`src/rtl/kbd_pkg.sv`:
```
// kbd_pkg: PS/2 set-2 scan codes, ASCII constants and the scan-code-to-ASCII
// translation shared by the keyboard character FIFO.
package kbd_pkg;

  localparam logic [8:0] SC_LSHIFT = 9'h012;
  localparam logic [8:0] SC_RSHIFT = 9'h059;
  localparam logic [8:0] SC_CAPS   = 9'h058;
  localparam logic [7:0] SC_SPACE  = 8'h29;
  localparam logic [7:0] SC_ENTER  = 8'h5A;
  localparam logic [7:0] SC_BKSP   = 8'h66;

  localparam logic [7:0] ASCII_NUL = 8'h00;
  localparam logic [7:0] ASCII_BS  = 8'h08;
  localparam logic [7:0] ASCII_CR  = 8'h0D;
  localparam logic [7:0] ASCII_SP  = 8'h20;

  typedef enum logic [1:0] {CLS_NONE, CLS_PRINT, CLS_BKSP, CLS_ENTER} char_cls_e;

  typedef struct packed {
    char_cls_e  cls;
    logic [7:0] ascii;
  } xlate_t;

  // Keys are first mapped to a dense index: 0-25 letters, 26-35 top-row digits,
  // 36-45 keypad digits, 46-48 space/enter/backspace.
  localparam logic [5:0] IDX_SP   = 6'd46;
  localparam logic [5:0] IDX_CR   = 6'd47;
  localparam logic [5:0] IDX_BS   = 6'd48;
  localparam logic [5:0] IDX_NONE = 6'd63;

  function automatic xlate_t xlate(input logic [8:0] code, input logic shift, input logic caps);
    xlate_t     r;
    logic [5:0] idx;
    logic [7:0] idx8;
    case (code[7:0])
      8'h1C: idx = 6'd0;   8'h32: idx = 6'd1;   8'h21: idx = 6'd2;   8'h23: idx = 6'd3;
      8'h24: idx = 6'd4;   8'h2B: idx = 6'd5;   8'h34: idx = 6'd6;   8'h33: idx = 6'd7;
      8'h43: idx = 6'd8;   8'h3B: idx = 6'd9;   8'h42: idx = 6'd10;  8'h4B: idx = 6'd11;
      8'h3A: idx = 6'd12;  8'h31: idx = 6'd13;  8'h44: idx = 6'd14;  8'h4D: idx = 6'd15;
      8'h15: idx = 6'd16;  8'h2D: idx = 6'd17;  8'h1B: idx = 6'd18;  8'h2C: idx = 6'd19;
      8'h3C: idx = 6'd20;  8'h2A: idx = 6'd21;  8'h1D: idx = 6'd22;  8'h22: idx = 6'd23;
      8'h35: idx = 6'd24;  8'h1A: idx = 6'd25;
      8'h45: idx = 6'd26;  8'h16: idx = 6'd27;  8'h1E: idx = 6'd28;  8'h26: idx = 6'd29;
      8'h25: idx = 6'd30;  8'h2E: idx = 6'd31;  8'h36: idx = 6'd32;  8'h3D: idx = 6'd33;
      8'h3E: idx = 6'd34;  8'h46: idx = 6'd35;
      8'h70: idx = 6'd36;  8'h69: idx = 6'd37;  8'h72: idx = 6'd38;  8'h7A: idx = 6'd39;
      8'h6B: idx = 6'd40;  8'h73: idx = 6'd41;  8'h74: idx = 6'd42;  8'h6C: idx = 6'd43;
      8'h75: idx = 6'd44;  8'h7D: idx = 6'd45;
      SC_SPACE: idx = IDX_SP;
      SC_ENTER: idx = IDX_CR;
      SC_BKSP:  idx = IDX_BS;
      default:  idx = IDX_NONE;
    endcase
    if (code[8]) idx = IDX_NONE;
    idx8 = {2'b00, idx};
    r = '{cls: CLS_PRINT, ascii: ASCII_NUL};
    if (idx < 6'd26) begin
      r.ascii = ((shift ^ caps) ? 8'h41 : 8'h61) + idx8;
    end else if (idx < 6'd36) begin
      if (!shift) r.ascii = 8'h30 + idx8 - 8'd26;
      else begin
        case (idx)
          6'd26:   r.ascii = 8'h29;
          6'd27:   r.ascii = 8'h21;
          6'd28:   r.ascii = 8'h40;
          6'd29:   r.ascii = 8'h23;
          6'd30:   r.ascii = 8'h24;
          6'd31:   r.ascii = 8'h25;
          6'd32:   r.ascii = 8'h5E;
          6'd33:   r.ascii = 8'h26;
          6'd34:   r.ascii = 8'h2A;
          default: r.ascii = 8'h28;
        endcase
      end
    end else if (idx < 6'd46) begin
      r.ascii = 8'h30 + idx8 - 8'd36;
    end else if (idx == IDX_SP) begin
      r.ascii = ASCII_SP;
    end else if (idx == IDX_CR) begin
      r = '{cls: CLS_ENTER, ascii: ASCII_CR};
    end else if (idx == IDX_BS) begin
      r = '{cls: CLS_BKSP, ascii: ASCII_BS};
    end else begin
      r.cls = CLS_NONE;
    end
    return r;
  endfunction

endpackage

```
`src/rtl/sync_fifo.sv`:
```
// sync_fifo: first-word-fall-through FIFO with occupancy count. A push into a
// full FIFO is dropped (o_drop) unless a pop happens in the same cycle.
module sync_fifo #(
  parameter int WIDTH = 8,
  parameter int DEPTH = 16
) (
  input  logic                   clk,
  input  logic                   rst,
  input  logic                   i_clear,
  input  logic                   i_push,
  input  logic [WIDTH-1:0]       i_data,
  input  logic                   i_pop,
  output logic [WIDTH-1:0]       o_data,
  output logic                   o_valid,
  output logic [$clog2(DEPTH):0] o_count,
  output logic                   o_drop
);

  localparam int AW = $clog2(DEPTH);
  localparam logic [AW:0] FULL_CNT = (AW+1)'(DEPTH);

  logic [WIDTH-1:0] r_mem [DEPTH];
  logic [AW-1:0]    r_wr_ptr;
  logic [AW-1:0]    r_rd_ptr;
  logic [AW:0]      r_count;
  logic             w_empty;
  logic             w_full;
  logic             w_do_pop;
  logic             w_do_push;

  assign w_empty   = (r_count == '0);
  assign w_full    = (r_count == FULL_CNT);
  assign w_do_pop  = i_pop && !w_empty;
  assign w_do_push = i_push && (!w_full || w_do_pop);
  assign o_drop    = i_push && !w_do_push;
  assign o_valid   = !w_empty;
  assign o_count   = r_count;
  assign o_data    = w_empty ? '0 : r_mem[r_rd_ptr];

  always_ff @(posedge clk) begin
    if (w_do_push) r_mem[r_wr_ptr] <= i_data;
  end

  // Pointers are exactly AW bits wide, so DEPTH being a power of two gives the wrap.
  always_ff @(posedge clk) begin
    if (!rst || i_clear) begin
      r_wr_ptr <= '0;
      r_rd_ptr <= '0;
      r_count  <= '0;
    end else begin
      if (w_do_push) r_wr_ptr <= r_wr_ptr + 1'b1;
      if (w_do_pop)  r_rd_ptr <= r_rd_ptr + 1'b1;
      r_count <= r_count + {{AW{1'b0}}, w_do_push} - {{AW{1'b0}}, w_do_pop};
    end
  end

endmodule

```
`src/rtl/key_ascii_fifo.sv`:
```
// key_ascii_fifo: turns PS/2 make events into ASCII, queues them in a FWFT FIFO
// and keeps a newest-first display history. Option: KEY_ASCII_CAPS_LOCK_EN.
module key_ascii_fifo
  import kbd_pkg::*;
#(
  parameter int DEPTH = 16,
  parameter int HIST  = 4
) (
  input  logic                   clk,
  input  logic                   rst,
  input  logic [511:0]           key_down,
  input  logic [8:0]             last_change,
  input  logic                   key_valid,
  output logic [7:0]             out_ascii,
  output logic                   out_valid,
  input  logic                   out_ready,
  input  logic                   clear,
  output logic [$clog2(DEPTH):0] count,
  output logic                   overflow,
  output logic [8*HIST-1:0]      hist,
  output logic                   caps_led
);

  logic       w_shift;
  logic       w_caps;
  logic       w_make;
  logic       w_accept;
  logic       w_drop;
  xlate_t     w_xl;
  logic [7:0] r_hist [HIST];
  logic       r_overflow;

  assign w_shift  = key_down[SC_LSHIFT] | key_down[SC_RSHIFT];
  assign w_make   = key_valid && key_down[last_change];
  assign w_xl     = xlate(last_change, w_shift, w_caps);
  assign w_accept = w_make && (w_xl.cls != CLS_NONE);

  sync_fifo #(
    .WIDTH (8),
    .DEPTH (DEPTH)
  ) u_fifo (
    .clk     (clk),
    .rst     (rst),
    .i_clear (clear),
    .i_push  (w_accept),
    .i_data  (w_xl.ascii),
    .i_pop   (out_ready),
    .o_data  (out_ascii),
    .o_valid (out_valid),
    .o_count (count),
    .o_drop  (w_drop)
  );

`ifdef KEY_ASCII_CAPS_LOCK_EN
  // Caps state survives clear; only reset returns it to off.
  logic r_caps;
  always_ff @(posedge clk) begin
    if (!rst) r_caps <= 1'b0;
    else if (w_make && last_change == SC_CAPS) r_caps <= !r_caps;
  end
  assign w_caps = r_caps;
`else
  assign w_caps = 1'b0;
`endif
  assign caps_led = w_caps;

  // History follows every accepted key, even when the FIFO had to drop it.
  always_ff @(posedge clk) begin
    if (!rst || clear) begin
      r_overflow <= 1'b0;
      for (int i = 0; i < HIST; i++) r_hist[i] <= 8'h00;
    end else begin
      if (w_drop) r_overflow <= 1'b1;
      if (w_accept) begin
        case (w_xl.cls)
          CLS_PRINT: begin
            for (int i = HIST-1; i > 0; i--) r_hist[i] <= r_hist[i-1];
            r_hist[0] <= w_xl.ascii;
          end
          CLS_BKSP: begin
            for (int i = 0; i < HIST-1; i++) r_hist[i] <= r_hist[i+1];
            r_hist[HIST-1] <= 8'h00;
          end
          CLS_ENTER: begin
            for (int i = 0; i < HIST; i++) r_hist[i] <= 8'h00;
          end
          default: ;
        endcase
      end
    end
  end

  assign overflow = r_overflow;

  for (genvar g = 0; g < HIST; g++) begin : g_hist
    assign hist[8*g +: 8] = r_hist[g];
  end

endmodule

```
`config.mk`:
```
export PLATFORM = sky130hd
export DESIGN_NAME = key_ascii_fifo
export DESIGN_NICKNAME = d
export VERILOG_FILES = /design/src/rtl/kbd_pkg.sv /design/src/rtl/sync_fifo.sv /design/src/rtl/key_ascii_fifo.sv
export SDC_FILE = /design/constraint.sdc
export NUM_CORES = 1
export LEC_CHECK = 0
export CAP_MARGIN = 5
export CORE_AREA = 8 8 219 221
export DETAILED_ROUTE_END_ITERATION = 10
export DIE_AREA = 0 0 227 229
export GPL_ROUTABILITY_DRIVEN = 0
export PLACE_DENSITY = 0.65
export SYNTH_ARGS = -nofsm -noshare
export SYNTH_HDL_FRONTEND = slang
export SYNTH_HIERARCHICAL = 1
export SYNTH_SLANG_ARGS = --single-unit
export TNS_END_PERCENT = 50
```
`constraint.sdc`:
```
create_clock -name clk -period 8.5 [get_ports clk]
set_clock_uncertainty 0.2 [all_clocks]
set_input_delay 2.125 -clock clk [delete_from_list [all_inputs] [get_ports clk]]
set_output_delay 2.125 -clock clk [all_outputs]
set_load 0.005 [all_outputs]
```
==> reports/metrics.yaml <==
setup_path:
  timing_worst_setup_path_type: "in -> reg"
  crit_slowest_cell: "clkdlybuf4s50_1"
  reg2reg_slack_ns: 4.96
  crit_required_ns: 8.59
  rr_endpoint: "u_fifo/o_count[4]"
  cp-startpoint: "last_change[5]"
  crit_buf_inv: 8
  crit_top_cell: "inv_1"
  crit_family: "compound AO/OA/AOI/OAI gates"
  arrival_ns: 7.49
  rr_worst_depth: 13
  cp_max_fo: 18
  cp-end-kind: "register"
  r2r_start: "u_fifo/o_count[2]"
  start_kind: "primary input"
  critPathMaxStageDelay_ns: 0.54
grt:
  grt_overflow: 0
  grt_pass1_wl_um: 89960
  busiest_layer: "met2"
  grt_max_degree: 93
  antenna_found_initial: 4
  grt_usage_pct: 23.37
  met2_usage_pct: 41.02
  met3_usage_pct: 7.233
  use_met1_pct: 28.50
  grt_pass1_vias: 13130
sta:
  tns_ns: 0
  maxSlewHeadroom_pct: 28.21
  final_max_slew_viol_count: 0
  max_slew.worst_pin.slew_ns: 1.073
  max_freq_mhz: 135.1
  grt_setup_unrepaired: "false"
  finalCriticalPeriod_ns: 7.400
  finalSetupViolations: 0
  final_hold_viol_count: 0
  min_period_over_period_pct: 87.06
  timing.final.ws_setup_ns: 1.100
job:
  drv_cap: 0
synth:
  synthArstFlopShare_pct: 0
  yosys-top-cells-area: "edfxtp_1 (35%), mux4_2 (19%), mux2i_1 (5.0%)"
  yosys_warnings: 6
  yosys.area.top_type: "edfxtp_1"
  synth_edf_count: 160
  synth_area_sq_um: 13700
  syn_area_per_cell_sq_um: 12.81
  yosys-top-cells-count: "edfxtp_1 (160), mux4_2 (116), nand2_1 (70)"
  ys.flop_type: "edfxtp_1"
  synthCells: 1070
  yosysMostFrequentCell: "edfxtp_1"
  synth_top_area_share_pct: 35.06
  ys_seq_elements: 178
  ys_types: 101
  syn-num-nets: 1631
  ys_seq_area_share_pct: 37.69
power_and_ir_drop:
  p_leak_nw: 6.953
  max-vdd-ir-drop_mv: 0.1137
  power_density_nw_per_um2: 132.4
cts:
  postCtsSetupBuffers: 0
  hold_buffers: 0
  cts.sinks: 178
  clk_latency_ns: 0.43
  cts_tree: "yes"
  cts_resized: 0
  cts_buffers: 17
  root_buffer: "clkbuf_16"
  h-tree-depth: 4
  clk_pin_slew_worst_paths_ns: 0.07
  cts_buffer_depth: 2
final_layout:
  drive_gt1_share_pct: 14.48
  finalNonFillerCells: 2224
  post-route-util_pct: 45.62
  stdcell_area_sq_um: 20390
  seqCellArea_sq_um: 5167
  area_growth_pct: 48.80
  multiInputGateArea_sq_um: 7774
  fillers: 4077
  fin_nets: 2171
drt:
  routed_wl_um: 62880
  drtAntennaViolNets: 0
  wl_per_cell_um: 28.27
  drt_iter0_drc: 1368
  drt_first_pass_iters: 9
  drc: 0
  viasPerCell: 5.521
  vias: 12278
floorplanning:
  initial_core_util_pct: 30.66
  coreArea_sq_um: 44700
  rows: 78
  die_w_um: 227
  ios: 574
  dieArea_sq_um: 51980
  die_h_um: 229
min_path:
  hold_start: "overflow"
  min_path_cells: 1
  worst_hold_path_type: "reg -> reg"
  whs_endpoint: "overflow"
placement:
  dpl_cell_area_sq_um: 19840
  pre_cts_ws_ns: 0.8247
  dpl.cell_count: 2191
  place.port_buffers: 572
  hpwlAfterDp_um: 51910
outcome:
  status: "complete, no violations"
## sequential cells by signal, indices dropped and copies added (netlist names), named ones only
name	count
u_fifo/r_mem	128
r_hist	32
u_fifo/o_count	5
u_fifo/r_rd_ptr	4
u_fifo/r_wr_ptr	4
overflow	1
## layout by cell type, fill, tap and decap left out, types with 32 or more instances in the layout
cell	count
a21oi_1	47
buf_4	34
clkdlybuf4s50_1	568
edfxtp_1	160
ha_1	34
mux2i_1	68
mux4_2	116
nand2_1	70
nand3_1	33
nor2_1	47
o21ai_0	32
## how the worst max path moves through the flow
stage / slack (ns) / endpoint / depth (start not counted)
floorplan: 1.04 / u_fifo/o_count[4] / 28
global placement: 0.93 / u_fifo/o_count[4] / 26
detailed placement: 0.82 / u_fifo/o_count[4] / 26
CTS: 1.26 / u_fifo/o_count[4] / 26
global route: 0.82 / u_fifo/o_count[4] / 24
finish: 1.10 / u_fifo/o_count[4] / 25
## power breakdown
part	internal [mW]	switching, mW	total [mW]	leakage (nW)
clock	0.407	0.326	0.733	0.254
sequential	0.983	0.0309	1.01	1.61
combinational	0.537	0.415	0.952	5.09
total	1.93	0.772	2.70	6.95
## logic make-up (layout without fill, tap and decap cells)
kind of cell / count (synthesis) / after routing / share of synthesized area (%)
simple gates: 261 / 261 / 9.870
compound gates: 238 / 238 / 12.70
buf+inv: 119 / 672 / 5.615
fa+ha+maj: 35 / 35 / 3.251
xor+xnor: 14 / 14 / 0.8948
flops: 178 / 178 / 37.69
mux: 224 / 224 / 29.95
other cells: 1 / 2 / 0.02737
## layout make-up
class	instances	share of cell area, %
multi-input cells	773	38.12
repair buffers	609	29.60
flip-flops and latches	178	25.34
well taps	600	3.682
clock buffers	22	2.178
inverters	31	0.5707
clock inverters	10	0.4909
diodes	1	0.01227
## layer usage
metal,wire length (um),vias to the layer above
li1,-,5434
met2,31810,657
met1,24670,6105
met3,5531,80
met4,856,2
met5,13,-
## worst reg2reg max path, stage by stage, from the launching register on
cell and delay (ns):
dfxtp_1 0.34, inv_1 0.10, ha_1 0.18, or4b_1 0.70
and2_0 0.34, ha_1 0.30, inv_1 0.05, ha_1 0.15
inv_1 0.06, fa_1 0.42, nand2b_1 0.16, a21oi_1 0.18
o21ai_0 0.09, nor3b_1 0.14
## per-stage QoR
| stage | hold slack (ns) | power, mW |
|---|---|---|
| detailed placement | 0.2791 | 1.985 |
| global route | 0.3168 | 2.821 |
| floorplan | 0.2644 | 1.477 |
| CTS | 0.2951 | 2.719 |
| finish | 0.2870 | 2.699 |
| global placement | 0.2746 | 1.978 |
Power figures use the tool's default switching activity.
